--- src/rtl/fetch_queue_if.sv ---
// Bundle between fetch_queue and its environment: instruction-memory request/response,
// decode handshake and the MEM-stage redirect. master = the queue, slave = the environment.
interface fetch_queue_if;
   logic        imem_req;
   logic [31:0] imem_addr;
   logic        imem_ready;
   logic        imem_valid;
   logic [31:0] imem_rdata;
   logic        inst_valid;
   logic [31:0] inst;
   logic [31:0] incinst;
   logic        inst_ready;
   logic        branch_taken;
   logic [31:0] branch_target;

   modport master (
      output imem_req, imem_addr, inst_valid, inst, incinst,
      input  imem_ready, imem_valid, imem_rdata, inst_ready, branch_taken, branch_target
   );

   modport slave (
      input  imem_req, imem_addr, inst_valid, inst, incinst,
      output imem_ready, imem_valid, imem_rdata, inst_ready, branch_taken, branch_target
   );
endinterface

--- src/rtl/fetch_queue.sv ---
// In-order instruction prefetch queue between instruction memory and the IF/ID register.
// Define FETCHQ_BYPASS_EN to forward a response straight to decode when the queue is empty.
module fetch_queue #(
   parameter int unsigned DEPTH    = 4,
   parameter logic [31:0] RESET_PC = 32'h0000_0000
) (
   input  logic          clk,
   input  logic          rst_n,
   fetch_queue_if.master bus
);
   localparam int unsigned PW      = $clog2(DEPTH);
   localparam int unsigned CW      = PW + 1;
   localparam logic [CW:0] DEPTH_W = (CW+1)'(DEPTH);

   localparam logic [1:0] IDLE  = 2'd0;
   localparam logic [1:0] FETCH = 2'd1;
   localparam logic [1:0] DRAIN = 2'd2;

   logic [1:0]    state_q, state_d;
   logic [31:0]   fetch_pc_q, fetch_pc_d;
   logic [CW-1:0] count_q, count_d;
   logic [CW-1:0] in_flight_q, in_flight_d;
   logic [CW-1:0] drop_cnt_q, drop_cnt_d;
   logic [PW-1:0] wr_ptr_q, wr_ptr_d, rd_ptr_q, rd_ptr_d;
   logic [PW-1:0] ad_wr_ptr_q, ad_wr_ptr_d, ad_rd_ptr_q, ad_rd_ptr_d;

   logic [31:0] inst_mem    [DEPTH];
   logic [31:0] incinst_mem [DEPTH];
   logic [31:0] pc_mem      [DEPTH];

   logic [CW:0] occupancy;
   logic        req, accept, resp, keep, bypass, push, pop, redirect;
   logic        head_valid;

   always_comb begin
      // NOTE: every signal assigned here gets a value on every path, so no latch is inferred.
      redirect  = bus.branch_taken;
      occupancy = {1'b0, count_q} + {1'b0, in_flight_q};
      req       = (state_q != IDLE) && (occupancy < DEPTH_W);
      accept    = req && bus.imem_ready;
      resp      = bus.imem_valid;
      keep      = resp && (drop_cnt_q == '0) && !redirect;
`ifdef FETCHQ_BYPASS_EN
      bypass    = keep && (count_q == '0);
`else
      bypass    = 1'b0;
`endif
      pop       = (count_q != '0) && bus.inst_ready && !redirect;
      push      = keep && !(bypass && bus.inst_ready);

      in_flight_d = in_flight_q + CW'(accept) - CW'(resp);
      ad_wr_ptr_d = ad_wr_ptr_q + PW'(accept);
      ad_rd_ptr_d = ad_rd_ptr_q + PW'(resp);

      fetch_pc_d = fetch_pc_q;
      drop_cnt_d = drop_cnt_q;
      count_d    = count_q + CW'(push) - CW'(pop);
      wr_ptr_d   = wr_ptr_q + PW'(push);
      rd_ptr_d   = rd_ptr_q + PW'(pop);

      if (redirect) begin
         // Everything still outstanding after this edge, plus a response arriving now, is stale.
         fetch_pc_d = bus.branch_target;
         drop_cnt_d = in_flight_d;
         count_d    = '0;
         wr_ptr_d   = '0;
         rd_ptr_d   = '0;
      end else begin
         if (accept)                        fetch_pc_d = fetch_pc_q + 32'd4;
         if (resp && (drop_cnt_q != '0))    drop_cnt_d = drop_cnt_q - 1'b1;
      end

      case (state_q)
         IDLE:         state_d = FETCH;
         FETCH, DRAIN: state_d = (drop_cnt_d != '0) ? DRAIN : FETCH;
         default:      state_d = IDLE;
      endcase
   end

   always_comb begin
      head_valid     = (count_q != '0);
      bus.imem_req   = req;
      bus.imem_addr  = fetch_pc_q;
      bus.inst_valid = head_valid;
      bus.inst       = head_valid ? inst_mem[rd_ptr_q]    : '0;
      bus.incinst    = head_valid ? incinst_mem[rd_ptr_q] : '0;
`ifdef FETCHQ_BYPASS_EN
      if (bypass) begin
         bus.inst_valid = 1'b1;
         bus.inst       = bus.imem_rdata;
         bus.incinst    = pc_mem[ad_rd_ptr_q] + 32'd4;
      end
`endif
   end

   // NOTE: state uses non-blocking assignments so every flop samples pre-edge values.
   always_ff @(posedge clk or negedge rst_n) begin
      if (!rst_n) begin
         state_q     <= IDLE;
         fetch_pc_q  <= RESET_PC;
         count_q     <= '0;
         in_flight_q <= '0;
         drop_cnt_q  <= '0;
         wr_ptr_q    <= '0;
         rd_ptr_q    <= '0;
         ad_wr_ptr_q <= '0;
         ad_rd_ptr_q <= '0;
      end else begin
         state_q     <= state_d;
         fetch_pc_q  <= fetch_pc_d;
         count_q     <= count_d;
         in_flight_q <= in_flight_d;
         drop_cnt_q  <= drop_cnt_d;
         wr_ptr_q    <= wr_ptr_d;
         rd_ptr_q    <= rd_ptr_d;
         ad_wr_ptr_q <= ad_wr_ptr_d;
         ad_rd_ptr_q <= ad_rd_ptr_d;
      end
   end

   // NOTE: payload arrays are not reset; count_q and the output gating hide stale contents.
   always_ff @(posedge clk) begin
      if (push) begin
         inst_mem[wr_ptr_q]    <= bus.imem_rdata;
         incinst_mem[wr_ptr_q] <= pc_mem[ad_rd_ptr_q] + 32'd4;
      end
      if (accept) pc_mem[ad_wr_ptr_q] <= fetch_pc_q;
   end
endmodule

--- src/flat_wrapper.sv ---
// flat-port wrapper written by rule: the top's interface ports become plain ports
module fetch_queue_flat 
#(
   parameter int unsigned DEPTH    = 4,
   parameter logic [31:0] RESET_PC = 32'h0000_0000
)
  (clk, rst_n, bus_imem_req, bus_imem_addr, bus_inst_valid, bus_inst, bus_incinst, bus_imem_ready, bus_imem_valid, bus_imem_rdata, bus_inst_ready, bus_branch_taken, bus_branch_target);
  fetch_queue_if bus_i ();
  input  logic clk;
  input  logic rst_n;
  output wire logic [$bits(bus_i.imem_req)-1:0] bus_imem_req;
  output wire logic [$bits(bus_i.imem_addr)-1:0] bus_imem_addr;
  output wire logic [$bits(bus_i.inst_valid)-1:0] bus_inst_valid;
  output wire logic [$bits(bus_i.inst)-1:0] bus_inst;
  output wire logic [$bits(bus_i.incinst)-1:0] bus_incinst;
  input wire logic [$bits(bus_i.imem_ready)-1:0] bus_imem_ready;
  input wire logic [$bits(bus_i.imem_valid)-1:0] bus_imem_valid;
  input wire logic [$bits(bus_i.imem_rdata)-1:0] bus_imem_rdata;
  input wire logic [$bits(bus_i.inst_ready)-1:0] bus_inst_ready;
  input wire logic [$bits(bus_i.branch_taken)-1:0] bus_branch_taken;
  input wire logic [$bits(bus_i.branch_target)-1:0] bus_branch_target;
  assign bus_imem_req = bus_i.imem_req;
  assign bus_imem_addr = bus_i.imem_addr;
  assign bus_inst_valid = bus_i.inst_valid;
  assign bus_inst = bus_i.inst;
  assign bus_incinst = bus_i.incinst;
  assign bus_i.imem_ready = bus_imem_ready;
  assign bus_i.imem_valid = bus_imem_valid;
  assign bus_i.imem_rdata = bus_imem_rdata;
  assign bus_i.inst_ready = bus_inst_ready;
  assign bus_i.branch_taken = bus_branch_taken;
  assign bus_i.branch_target = bus_branch_target;
  fetch_queue #(.DEPTH(DEPTH), .RESET_PC(RESET_PC)) u_core (.clk(clk), .rst_n(rst_n), .bus(bus_i));
endmodule
--- config.mk ---
export PLATFORM = sky130hd
export DESIGN_NAME = fetch_queue_flat
export DESIGN_NICKNAME = d
export VERILOG_FILES = /design/src/rtl/fetch_queue_if.sv /design/src/rtl/fetch_queue.sv /design/src/flat_wrapper.sv
export SDC_FILE = /design/constraint.sdc
export NUM_CORES = 1
export LEC_CHECK = 0
export BUFFER_PORTS_ARGS = -buffer_cell sky130_fd_sc_hd__buf_2
export CORE_MARGIN = 4
export CORE_UTILIZATION = 55
export CTS_BUF_LIST = sky130_fd_sc_hd__clkbuf_8
export DETAILED_ROUTE_END_ITERATION = 10
export GPL_ROUTABILITY_DRIVEN = 0
export PLACE_DENSITY = 0.75
export SLEW_MARGIN = 20
export SYNTH_ARGS = -nofsm -noshare
export SYNTH_HDL_FRONTEND = slang
export SYNTH_SLANG_ARGS = --single-unit
--- constraint.sdc ---
create_clock -name clk -period 6.2 [get_ports clk]
set_clock_uncertainty 0.15 [all_clocks]
set_input_delay 0.31 -clock clk [delete_from_list [all_inputs] [get_ports clk]]
set_output_delay 0.31 -clock clk [all_outputs]
set_load 0.02 [all_outputs]
==> impl_results.md <==
- Status: complete, no violations
- Crit-path slowest cell: dfrtp_2
- Clock-pin slew on the worst setup and hold paths: roughly 0.06 ns
- Multi-input logic area: approximately 4700 µm²
- Worst slew pin tran: about 1.0 ns
- Post-CTS sizing: 0
- Core area: approximately 32000 µm²
- Max cap viols: 0
- Routed Wire Length: 34100 µm
- Share of flip-flops with an asynchronous set or reset: 0.117
- Final slew viol count: 0
- First-pass GRT wire length: 54700 µm
- Register area: ~13000 µm²
- Fmax: approximately 280 MHz
- Place WS: between 2 and 3 ns
- Rows: 65
- Final antenna-violating net count: 0
- Final hold vios: 0
- Total gr overflow: 0
- Register area share after synthesis: 0.718
- Later-pin clock latency in the skew report: between 0.5 and 0.6 ns
- Reg2Reg Depth: 7
- Final setup viols: 0
- WL per Instance: ~20 µm
- Avg Inst Size Synth: roughly 18 µm²
- Min-Delay Path Class: in2reg
- Mapped Nets: approximately 1100
- Via count: between 9000 and 10000
- Worst R2R Setup Slack: 2.57 ns
- Input/output buffers: approximately 170
- Filler cell count: 2126
- Root Buffer: clkbuf_8
- Post-synth EDFFs: 384
- Detailed placement HPWL: a little over 20000 µm
- # DRC: 0
- Reg-to-Reg End: u_core.incinst_mem[1][30]$_DFFE_PP_
- Cells after synthesis: a little under 1000
- Synth cell types: 53
- I/O pin count: roughly 170
- Reg2reg start: u_core.ad_rd_ptr_q[0]$_DFF_PN0_
- CP max stage delay: 1.03 ns
- Worst hold slack: approximately 0.16 ns
- Critical path class: reg2reg
- Deepest clock path buffer count: 3
- Final worst path period need: between 3 and 4 ns
- Overall routing resource usage: 0.196
- Slew margin rel.: 0.319
- CTS tree: built
- Worst Path Arrival: between 3 and 4 ns
- Proportion of layout cells with a drive suffix above 1: 0.285
- Starting Density: 0.561
- Vias in the first global route: ~10000
- Hold Buf Count CTS: 66
- Number of synthesized register bits: between 400 and 500
- Hold path cells: 4
- Sink Count: between 400 and 500
- Initial DRC count: ~600
- Worst-path cell chain: mux4_2, ha_1, nand2_1, o22ai_1, nand4b_1, nor4_1, xor2_1
- Htree depth: 3
- Static leakage: around 7.5 nW
- YS warnings: 0
- Setup TNS: 0 ns
- Unrepaired setup endpoints after global routing: false
- CP Capture Type: flip-flop
- Hold_sp: bus_imem_ready
- Die ar.: 35400 µm²
- Post-CTS setup buffers: 0
- Die Y: 188 µm
- Synth Cell Area: around 18000 µm²
- Fin worst setup slack: ~2.6 ns
- CP Max Fanout: 35
- Startpoint Class: flip-flop
- Area Growth Syn to Fin: 17.6%
- Via/cell ratio: about 5.5
- # diodes: 0
- Nets: ~1300
- Pwr/cell area: between 300 and 400 nW/µm²
- Min-Delay Endpoint: u_core.bus.imem_addr[4]$_DFFE_PN0N_
- Total CTS buffers: 68
- Primary FF master, synth: edfxtp_1
- Drt pass-1 iters: 5
- Worst Path Required: approximately 6.4 ns
- Die Wd: 188 µm
- Final period utilization: 0.586
- Largest net degree at the start of global routing: between 60 and 70
- Antenna violations before repair: 0
- VDD IR max: between 0.3 and 0.4 mV
-- cells by family after synthesis --
family / count (synthesis) / synth area share
flops: 435 / 0.718
simple gates: 250 / 0.0804
mux: 102 / 0.129
buf+inv: 69 / 0.0184
xor+xnor: 53 / 0.0268
compound gates: 43 / 0.0144
fa+ha+maj: 18 / 0.0135
-- worst max-delay path by stage --
| stage | from | endpoint | depth (start not counted) |
|---|---|---|---|
| after floorplan | u_core.drop_cnt_q[0]$_DFF_PN0_ | u_core.incinst_mem[2][0]$_DFFE_PP_ | 6 |
| after global placement | u_core.ad_rd_ptr_q[0]$_DFF_PN0_ | u_core.incinst_mem[0][30]$_DFFE_PP_ | 7 |
| after detailed placement | u_core.ad_rd_ptr_q[0]$_DFF_PN0_ | u_core.incinst_mem[1][28]$_DFFE_PP_ | 7 |
| after CTS | u_core.rd_ptr_q[0]$_DFF_PN0_ | bus_incinst[24] | 4 |
| after global routing | u_core.ad_rd_ptr_q[0]$_DFF_PN0_ | u_core.incinst_mem[2][28]$_DFFE_PP_ | 7 |
| final | u_core.ad_rd_ptr_q[0]$_DFF_PN0_ | u_core.incinst_mem[1][30]$_DFFE_PP_ | 7 |
-- Yosys cell counts, types with 2 or more instances --
cell type	number	share of area
mux2_2	2	0.0013
nor2_1	23	0.0048
buf_4	4	0.0017
inv_1	23	0.0048
nor4_1	7	0.0025
nand2_1	52	0.011
a31oi_1	6	0.0021
mux4_2	77	0.097
clkbuf_1	20	0.0042
mux2i_1	4	0.0022
ha_1	16	0.011
and2_1	67	0.023
or4_1	8	0.0034
xnor2_1	23	0.011
xor2_1	29	0.014
o211ai_1	4	0.0017
nor3_2	6	0.0034
nor3b_1	3	0.0013
buf_2	7	0.0020
nand3_1	19	0.0053
nand2b_1	4	0.0014
nor2b_1	4	0.0014
mux4_1	19	0.028
and3_1	10	0.0035
fa_1	2	0.0022
dfrtp_1	51	0.072
nor3_1	19	0.0053
or3_1	4	0.0014
a21oi_1	2	0.00056
o21ai_0	23	0.0065
clkinv_1	2	0.00042
buf_6	4	0.0025
and4_1	4	0.0020
edfxtp_1	384	0.65
o31ai_1	4	0.0017
buf_1	8	0.0017
nand4_1	10	0.0035
-- placed cells by master, fill, tap and decap left out, drive strengths merged, types with 2 or more instances in the layout --
master and n:
nand2b 4, inv 54, nand3 19, mux2 2, o31ai 4, and3 11, nor4 8, and2 67
nor2b 4, and4 4, buf 179, dlygate4sd3 66, o211ai 4, o21ai 23, or4 9, nor2 23
xnor2 23, edfxtp 384, a21oi 2, a31oi 6, clkinv 22, nor3 25, or3 5, fa 2
nand2 52, clkbuf 70, nand4 12, xor2 29, ha 16, nor3b 3, dfrtp 51, mux2i 4
mux4 96
-- state kept, by name, summed over array words and instances (netlist names) --
signal                cells
u_core.incinst_mem      128
u_core.inst_mem         128
u_core.pc_mem           128
u_core.bus.imem_addr     32
u_core.count_q            3
u_core.drop_cnt_q         3
u_core.in_flight_q        3
u_core.ad_rd_ptr_q        2
u_core.ad_wr_ptr_q        2
u_core.rd_ptr_q           2
u_core.state_q            2
u_core.wr_ptr_q           2
-- metal layers --
layer,wire (µm),up-vias,track usage
met1,14900,4797,0.280
met3,2280,40,0.0385
met4,470,0,0.0511
li1,-,4375,-
met2,16400,366,0.317
met5,0,-,0
-- power breakdown --
group / total [mW] / internal [mW] / switching [mW]
combinational: 2.12 / 0.870 / 1.25
clock: 2.11 / 1.06 / 1.05
sequential: 3.88 / 3.62 / 0.262
-- through the flow --
| step | utilization | total power, mW | instance area (µm²) | std cells |
|---|---|---|---|---|
| finish | 0.660 | 8.12 | 21000 | 1728 |
| global route | 0.660 | 8.56 | 21000 | 1728 |
| CTS | 0.660 | 8.21 | 21000 | 1728 |
| detailed placement | 0.601 | 6.05 | 19100 | 1540 |
| global placement | 0.601 | 5.99 | 19100 | 1540 |
| floorplan | - | 5.38 | 17800 | 970 |
-- critical path, delay by kind of cell, from the launching register on --
family / cells / cell delay [ns]
simple gates: 3 / 1.06
flops: 1 / 1.03
mux: 1 / 0.41
compound gates: 1 / 0.29
xor+xnor: 1 / 0.28
fa+ha+maj: 1 / 0.22
-- layout make-up --
cell class	count	area share
Sequential cell	435	0.610
Inverter	25	0.00447
Multi-Input combinational cell	466	0.226
Clock inverter	52	0.0116
Clock buffer	70	0.0459
Tap cell	435	0.0259
Timing Repair Buffer	245	0.0756
Power figures use the tool's default switching activity.
